$ cat config.mk
export PLATFORM = sky130hd
export DESIGN_NAME = weight_stage_fifo
export DESIGN_NICKNAME = d
export VERILOG_FILES = /design/src/rtl/weight_fifo_pkg.sv /design/src/rtl/skew_line.sv /design/src/rtl/weight_stage_fifo.sv
export SDC_FILE = /design/constraint.sdc
export NUM_CORES = 1
export LEC_CHECK = 0
export CORE_MARGIN = 5
export CORE_UTILIZATION = 55
export DETAILED_ROUTE_END_ITERATION = 12
export GPL_TIMING_DRIVEN = 1
export PLACE_DENSITY = 0.79
export SYNTH_ARGS = -nofsm -noshare
export SYNTH_HDL_FRONTEND = slang
export SYNTH_SLANG_ARGS = --single-unit
$ cat constraint.sdc
create_clock -name clk -period 2.9 [get_ports clk]
set_clock_uncertainty 0.1 [all_clocks]
set_input_delay 0.29 -clock clk [delete_from_list [all_inputs] [get_ports clk]]
set_output_delay 0.29 -clock clk [all_outputs]
set_load 0.01 [all_outputs]
$ cat src/rtl/weight_fifo_pkg.sv
// Shared types and helpers for the weight staging FIFO.
package weight_fifo_pkg;

  typedef enum logic [1:0] {
    FILL  = 2'd0,
    FULL  = 2'd1,
    DRAIN = 2'd2
  } fifoState_t;

  // Width needed to hold a value in 0..depth.
  function automatic int countWidth(input int depth);
    return $clog2(depth + 1);
  endfunction

  // LSB position of a lane inside a packed multi-lane row bus.
  function automatic int laneLsb(input int lane, input int dataWidth);
    return lane * dataWidth;
  endfunction

endpackage

$ cat src/rtl/skew_line.sv
// Per-column delay line (data + valid) used to build the diagonal load wavefront.
// Only instantiated when WEIGHT_FIFO_SKEW_EN is defined.
module skew_line #(
  parameter int DATA_WIDTH = 8,
  parameter int STAGES = 0
) (
  input  logic                  clk,
  input  logic                  reset,
  input  logic [DATA_WIDTH-1:0] dataIn,
  input  logic                  validIn,
  output logic [DATA_WIDTH-1:0] dataOut,
  output logic                  validOut
);

  if (STAGES == 0) begin : gWire
    logic unusedClkRst;
    assign unusedClkRst = clk ^ reset;
    assign dataOut = validIn ? dataIn : '0;
    assign validOut = validIn;
  end else begin : gPipe
    logic [DATA_WIDTH-1:0] dataPipe [STAGES];
    logic [STAGES-1:0]     validPipe;

    always_ff @(posedge clk or posedge reset) begin
      if (reset) begin
        for (int i = 0; i < STAGES; i++) dataPipe[i] <= '0;
        validPipe <= '0;
      end else begin
        dataPipe[0] <= dataIn;
        validPipe[0] <= validIn;
        for (int i = 1; i < STAGES; i++) begin
          dataPipe[i] <= dataPipe[i-1];
          validPipe[i] <= validPipe[i-1];
        end
      end
    end

    // Invalid lanes must read as zero on the array side.
    assign dataOut = validPipe[STAGES-1] ? dataPipe[STAGES-1] : '0;
    assign validOut = validPipe[STAGES-1];
  end

endmodule

$ cat src/rtl/weight_stage_fifo.sv
// Weight staging buffer: accepts rows over valid/ready, drains oldest-first with lane reversal.
// Define WEIGHT_FIFO_SKEW_EN to delay output column c by c cycles (diagonal wavefront).
//
// state | meaning
// FILL  | accepting rows, count < DEPTH
// FULL  | DEPTH rows stored, input stalled
// DRAIN | emitting rows, then flushing skew tail
module weight_stage_fifo
  import weight_fifo_pkg::*;
#(
  parameter int DATA_WIDTH = 8,
  parameter int NUM_COLS = 4,
  parameter int DEPTH = 4
) (
  input  logic                           clk,
  input  logic                           reset,
  input  logic                           in_valid,
  output logic                           in_ready,
  input  logic [DATA_WIDTH*NUM_COLS-1:0] in_row,
  input  logic                           start_drain,
  output logic [DATA_WIDTH*NUM_COLS-1:0] out_row,
  output logic [NUM_COLS-1:0]            out_col_valid,
  output logic                           out_last,
  output logic [countWidth(DEPTH)-1:0]   count,
  output logic                           busy
);

  localparam int RW = DATA_WIDTH * NUM_COLS;
  localparam int CW = countWidth(DEPTH);
  localparam int PW = $clog2(DEPTH);
  localparam int TW = countWidth(NUM_COLS);
`ifdef WEIGHT_FIFO_SKEW_EN
  localparam int TAIL = NUM_COLS - 1;
`else
  localparam int TAIL = 0;
`endif

  fifoState_t    state, stateNext;
  logic [RW-1:0] mem [DEPTH];
  logic [PW-1:0] wrPtr, rdPtr;
  logic [CW-1:0] countNext;
  logic [TW-1:0] tailCnt, tailNext;
  logic          doWrite, doEmit, lastEmit;
  logic [RW-1:0] rowRev;
  logic [RW-1:0] rowReg;
  logic          validReg, lastReg;

  always_comb begin
    stateNext = state;
    countNext = count;
    tailNext = tailCnt;
    in_ready = 1'b0;
    busy = 1'b0;
    doWrite = 1'b0;
    doEmit = 1'b0;
    lastEmit = 1'b0;
    unique case (state)
      FILL: begin
        in_ready = 1'b1;
        doWrite = in_valid;
        if (doWrite) countNext = count + 1'b1;
        // A row written alongside start_drain is part of this drain.
        if (start_drain && (count != '0 || doWrite)) begin
          stateNext = DRAIN;
          tailNext = TW'(TAIL);
        end else if (countNext == CW'(DEPTH)) begin
          stateNext = FULL;
        end
      end
      FULL: begin
        if (start_drain) begin
          stateNext = DRAIN;
          tailNext = TW'(TAIL);
        end
      end
      DRAIN: begin
        busy = 1'b1;
        if (count != '0) begin
          doEmit = 1'b1;
          lastEmit = (count == CW'(1));
          countNext = count - 1'b1;
          if (lastEmit && TAIL == 0) stateNext = FILL;
        end else begin
          // Down-count the skew tail so the last column finishes before FILL.
          tailNext = tailCnt - 1'b1;
          if (tailCnt == TW'(1)) stateNext = FILL;
        end
      end
      default: stateNext = FILL;
    endcase
  end

  always_comb begin
    rowRev = '0;
    for (int c = 0; c < NUM_COLS; c++)
      rowRev[laneLsb(c, DATA_WIDTH) +: DATA_WIDTH] =
        mem[rdPtr][laneLsb(NUM_COLS-1-c, DATA_WIDTH) +: DATA_WIDTH];
  end

  always_ff @(posedge clk or posedge reset) begin
    if (reset) begin
      state <= FILL;
      count <= '0;
      tailCnt <= '0;
      wrPtr <= '0;
      rdPtr <= '0;
      rowReg <= '0;
      validReg <= 1'b0;
      lastReg <= 1'b0;
    end else begin
      state <= stateNext;
      count <= countNext;
      tailCnt <= tailNext;
      if (doWrite) wrPtr <= (wrPtr == PW'(DEPTH-1)) ? '0 : wrPtr + 1'b1;
      if (doEmit) rdPtr <= (rdPtr == PW'(DEPTH-1)) ? '0 : rdPtr + 1'b1;
      rowReg <= doEmit ? rowRev : '0;
      validReg <= doEmit;
      lastReg <= lastEmit;
    end
  end

  always_ff @(posedge clk) begin
    if (doWrite) mem[wrPtr] <= in_row;
  end

`ifdef WEIGHT_FIFO_SKEW_EN
  for (genvar c = 0; c < NUM_COLS; c++) begin : gSkew
    skew_line #(
      .DATA_WIDTH(DATA_WIDTH),
      .STAGES(c)
    ) uSkew (
      .clk(clk),
      .reset(reset),
      .dataIn(rowReg[laneLsb(c, DATA_WIDTH) +: DATA_WIDTH]),
      .validIn(validReg),
      .dataOut(out_row[laneLsb(c, DATA_WIDTH) +: DATA_WIDTH]),
      .validOut(out_col_valid[c])
    );
  end
  assign out_last = lastReg;
`else
  assign out_row = rowReg;
  assign out_col_valid = {NUM_COLS{validReg}};
  assign out_last = lastReg;
`endif

endmodule

# Word-level counts from Yosys, hierarchy flattened
# Memory sizes are Yosys's and may differ from the RTL's.
# Cells that the tools add are included.
[classes]
muxes = 27
addsub = 5
reduce_logical = 9
n_eq_ne = 14
[op_table]
columns = ["operator", "count"]
rows = [
  ["$mux W32", 1],
  ["$mux W3", 6],
  ["$mux W2", 8],
  ["$mux W1", 9],
  ["$ne A3 B3 Y1 const B", 3],
  ["$pmux W3 S3", 1],
  ["$ne A2 B2 Y1 const B", 4],
  ["$reduce_and A4 Y1", 2],
  ["$eq A2 B2 Y1 const B", 3],
  ["$eq A3 B1 Y1 const B", 2],
  ["$pmux W2 S3", 1],
  ["$pmux W3 S2", 1],
  ["$reduce_bool A3 Y1", 2],
  ["$sub A3 B1 Y3 const B", 2],
  ["$add A2 B1 Y2 const B", 2],
  ["$add A3 B1 Y3 const B", 1],
  ["$eq A3 B3 Y1 const B", 1],
  ["$eq A2 B1 Y1 const B", 1],
  ["$logic_not A2 Y1", 1],
  ["$reduce_and A2 Y1", 1],
  ["$reduce_bool A2 Y1", 1],
  ["$logic_and A1 B1 Y1", 1],
  ["$logic_or A1 B1 Y1", 1],
]
[totals]
reg_bits = 46
n_memories = 1
output_inout_bits = 42
ram_bits = 128
[memory_table]
columns = ["name", "words", "word_bits", "rd", "rd_clocked_by_memory_dff", "write_ports", "line_no", "rtl"]
rows = [
  ["mem", 4, 32, 1, 0, 1, "weight_stage_fifo.sv:39", "logic [RW-1:0] mem [DEPTH];"],
]

# Depth between registers and ports, before layout
[logic_depth]
ltp_word = 7
mapped_depth = 6
mapped_depth_nobuf = 5

# Worst setup path before layout
# No wires, ideal clock.
[synth_timing]
path_type = "register to register"
from = "register state[1]"
to = "memory mem[3][0] (netlist bit) (enable)"
arrival_ps = 1778
setup_slack_ps = 630
setup_time_ps = 392
period_less_slack_ps = 2270
stages_incl_launch_ff = 4
cell_sequence = "dfrtp_1 -> clkbuf_1 -> nor3b_2 -> and2_1"
[synth_between]
elab_chain_len = 4
[synth_rtl]
columns = ["item", "line_no", "rtl"]
rows = [
  ["start: declaration", "weight_stage_fifo.sv:38", "fifoState_t state, stateNext;"],
  ["start signal: assignment", "weight_stage_fifo.sv:111", "state <= stateNext;"],
  ["$logic_not A2 Y1", "weight_stage_fifo.sv:57", "unique case (state)"],
  ["$mux W1", "weight_stage_fifo.sv:57", ""],
  ["$mux W1", "weight_stage_fifo.sv:123", "if (doWrite) mem[wrPtr] <= in_row;"],
  ["$mux W1 (not written as such)", "weight_stage_fifo.sv:123", ""],
  ["end: declaration", "weight_stage_fifo.sv:39", ""],
]
# No other way between the ends.

# Worst setup path after layout
[layout_timing]
from = "register state[1]"
to = "output port busy"
[layout_between]
elab_chain_len = 2
[layout_rtl]
columns = ["item", "line_no", "rtl"]
rows = [
  ["$eq A2 B2 Y1", "weight_stage_fifo.sv:57", ""],
  ["$mux W1", "weight_stage_fifo.sv:57", ""],
  ["end: declaration", "weight_stage_fifo.sv:25", "output logic busy"],
]
# No other way between the ends.

==> Flow_metrics.wiki <==
{| class="wikitable"
! Metric !! Value
|-
| Adder and majority gate portion of the synthesized area || 0.02086
|-
| Most common cell after layout, fill and taps aside || sky130_fd_sc_hd__edfxtp_1
|-
| Worst-path fanout max || 20
|-
| Maximum operating frequency || between 0.4 and 0.5 GHz
|-
| Cell count after synthesis || 333
|-
| Filler cells || ~750
|-
| Reported net switching power || 2.269 mW
|-
| Number of H-tree levels || 4
|-
| Initial cell density of the core || 0.5563
|-
| Clock tree buffer depth || 2
|-
| Fraction of registers with async set or reset after synthesis || 0.2644
|-
| Mean cell area of the mapped netlist || roughly 20 um2
|-
| Area growth syn-to-layout || 22.17%
|-
| DRC violation total after the first TritonRoute iteration || around 280
|-
| Std-Cell Rows || 40
|-
| Total global-route track usage || 0.1768
|-
| Core area || ~12000 um2
|-
| Final nets || 465
|-
| Aggregate routed wire length || roughly 12000 um
|-
| Net count after synthesis || between 300 and 400
|-
| Critical Path RT || about 2.5 ns
|-
| Outcome || finished, final reports clean
|-
| Setup TNS Final || 0 ns
|-
| Routed vias || around 3200
|-
| Final worst-path setup slack || roughly 0.44 ns
|-
| Power per cell area || a little under 1000 nW/um2
|-
| Chip Height || 119.5 um
|-
| Number of global-route vias before repair || about 3500
|-
| Xor and xnor fraction of the mapped netlist area || 0.002655
|-
| Number of max-slew violations in the final report || 0
|-
| Ratio of routed vias to standard cells || around 5.5
|-
| Number of ports placed on the die boundary || 78
|-
| Sequential-to-total area share from yosys stat || 0.7569
|-
| Yosys warnings || 0
|-
| Headroom to the max-slew limit || 0.4441
|-
| Count of cell types in the netlist || 38
|-
| Data arrival time of the worst path || about 2.1 ns
|-
| RSZ-0062 raised after global routing || false
|-
| Count of final setup violators || 0
|-
| Crit path capture type || output port
|-
| Post_cts resized || 0
|-
| Post-synthesis instance area || between 6000 and 7000 um2
|-
| Final hold slack || ~0.25 ns
|-
| Post-detailed-route wirelength per cell || approximately 20 um
|-
| Count of maximum capacitance violations || 0
|-
| Number of buffers added for setup after CTS || 0
|-
| Sort of element at the start of the critical path || flop
|-
| Overall overflow remaining after global route || 0
|-
| TritonCTS clock tree || done
|-
| Combinational family with the most area after synthesis || multiplexers
|-
| Ys flop type || sky130_fd_sc_hd__edfxtp_1
|-
| Die area || ~14000 um2
|-
| Clock Latency Late Sink || 0.42 ns
|-
| Overall power after layout || a little under 8 mW
|-
| Pin count of the biggest net entering global routing || 38
|-
| Clock edge transition at the registers on the reported setup and hold paths || 0.06 ns
|-
| Static leakage || between 2 and 3 nW
|-
| Port Buffer Count || 77
|-
| Highest-count cells in the layout ignoring fill and taps || 128 x sky130_fd_sc_hd__edfxtp_1, 77 x sky130_fd_sc_hd__clkdlybuf4s50_1, 44 x sky130_fd_sc_hd__dfrtp_1
|-
| Die W || approximately 120 um
|-
| Detailed-router iteration count before antenna repair || 4
|-
| Final worst path period share || 0.8495
|-
| Number of antenna violations at the first check in global routing || 0
|-
| Ratio of cells with drive above 1 in the final layout || 0.1972
|-
| Worst voltage drop across the vdd grid || around 0.60 mV
|-
| Global placer's final weighted congestion || 0.8087
|-
| Share of power burned in the clock network || 0.262
|-
| Endpoints failing hold || 0
|-
| Critical setup path kind || reg2out
|-
| Inserted Diodes || 0
|-
| Combinational power share || 0.297
|-
| Cts-stage hold buffer count || 0
|-
| Residual antenna-violating net count after detailed routing || 0
|-
| First-pass GRT wire length || between 15000 and 20000 um
|-
| CTS root buffer || sky130_fd_sc_hd__clkbuf_16
|-
| Flip-flop and latch count after synthesis || between 150 and 200
|-
| Placement Setup Slack || roughly 0.5 ns
|-
| Classification of the worst-slack hold path || in2async
|-
| Slew @ Worst Pin || 0.8327 ns
|-
| Sw Ratio || 0.2852
|-
| Count of unresolved DRC violations after routing || 0
|-
| Multiplexer share of the synthesized area || 0.1164
|-
| Number of clock sinks || 174
|-
| Internal power consumption || roughly 5.7 mW
|-
| Post-synth EDFFs || ~130
|-
| TritonCTS buffer count || 17
|-
| Compound-Gate Fraction of Synth Area || 0.01460
|-
| Simple-gate share of the synthesized area || 0.05821
|-
| Tmin final || about 2.5 ns
|-
| Post-detailed-placement half-perimeter wirelength || approximately 7200 um
|-
| Sequential share of power || 0.442
|}
==> path summary, 6_finish.rpt <==
| check | from | endpoint | slack [ns] | cells past startpoint |
|---|---|---|---|---|
| max in group asynchronous | reset | out_row[22]$_DFF_PP0_ | 1.83 | 3 |
| min in group clk | in_row[28] | mem[1][28]$_DFFE_PP_ | 0.41 | 1 |
| hold / removal | reset | out_row[15]$_DFF_PP0_ | 0.25 | 2 |
| setup reg to reg | state[1]$_DFFE_PP0P_ | mem[2][28]$_DFFE_PP_ | 0.85 | 3 |
| setup / recovery | state[1]$_DFFE_PP0P_ | busy | 0.44 | 2 |
| hold reg to reg | tailCnt[0]$_DFFE_PP0P_ | tailCnt[0]$_DFFE_PP0P_ | 0.41 | 1 |
==> worst max-delay path, stage by stage (launching register included) <==
cell and delay, ns:
sky130_fd_sc_hd__dfrtp_1 0.54, sky130_fd_sc_hd__nor2b_4 0.48, sky130_fd_sc_hd__clkdlybuf4s50_1 0.62
==> metrics by stage <==
step,utilization,instances,cell area [um2]
final,0.6796,578,8061
after detailed placement,0.6337,546,7516
after global placement,0.6337,546,7516
after floorplan,-,333,6599
after global routing,0.6796,578,8061
after CTS,0.6796,578,8061
==> synthesized netlist by cell type, types with 2 or more instances <==
library cell,n,share of area
sky130_fd_sc_hd__nor3b_1,3,0.0034
sky130_fd_sc_hd__mux4_2,32,0.11
sky130_fd_sc_hd__and3_1,32,0.030
sky130_fd_sc_hd__inv_1,12,0.0068
sky130_fd_sc_hd__nand3b_1,2,0.0023
sky130_fd_sc_hd__nor2_1,6,0.0034
sky130_fd_sc_hd__and2_1,4,0.0038
sky130_fd_sc_hd__mux2_2,2,0.0034
sky130_fd_sc_hd__a21oi_1,2,0.0015
sky130_fd_sc_hd__clkbuf_1,8,0.0046
sky130_fd_sc_hd__buf_2,4,0.0030
sky130_fd_sc_hd__buf_6,6,0.010
sky130_fd_sc_hd__ha_1,11,0.021
sky130_fd_sc_hd__buf_4,5,0.0057
sky130_fd_sc_hd__nor2b_1,2,0.0019
sky130_fd_sc_hd__edfxtp_1,128,0.58
sky130_fd_sc_hd__dfrtp_1,46,0.17
sky130_fd_sc_hd__o21ai_0,5,0.0038
sky130_fd_sc_hd__nand2_1,4,0.0023
==> per-layer routing <==
| metal | wire, um | vias to the layer above | GRT usage | part of all wire |
|---|---|---|---|---|
| met5 | 0 | - | 0 | 0 |
| met4 | 144 | 0 | 0.06371 | 0.012 |
| met3 | 575 | 12 | 0.05231 | 0.049 |
| met2 | 5862 | 84 | 0.2864 | 0.50 |
| met1 | 5081 | 1644 | 0.2302 | 0.44 |
| li1 | - | 1465 | - | - |
==> final cells by class <==
cell class / instances / area (um2) / share of cell area
Inverter: 12 / 45.04 / 0.005587
Tap cell: 147 / 183.9 / 0.02282
Clock buffer: 17 / 425.4 / 0.05277
Clock inverter: 15 / 120.1 / 0.01490
Sequential cell: 174 / 4997 / 0.6199
Timing Repair Buffer: 89 / 873.3 / 0.1083
Multi-Input combinational cell: 124 / 1416 / 0.1757
==> flip-flops by register name, summed over array words and instances (netlist names) <==
signal and cells:
validReg 1, wrPtr 2, tailCnt 3, out_last 1, state 2, mem 128
count 3, out_row 32, rdPtr 2
==> kinds of logic (layout without fill, tap and decap cells) <==
logic type,Yosys count,after routing
mux,36,36
flops,174,174
fa+ha+maj,11,11
xor+xnor,2,2
compound gates,15,15
buf+inv,35,133
simple gates,60,60
==> power groups by stage <==
stage	clock network [mW]	registers, mW	logic [mW]
floorplan	0	3.47	1.61
global placement	0	3.54	2.34
detailed placement	0	3.56	2.37
CTS	2.12	3.53	2.40
global route	2.24	3.58	2.56
finish	2.08	3.52	2.36
No activity file was read; power rests on OpenSTA's default activity.
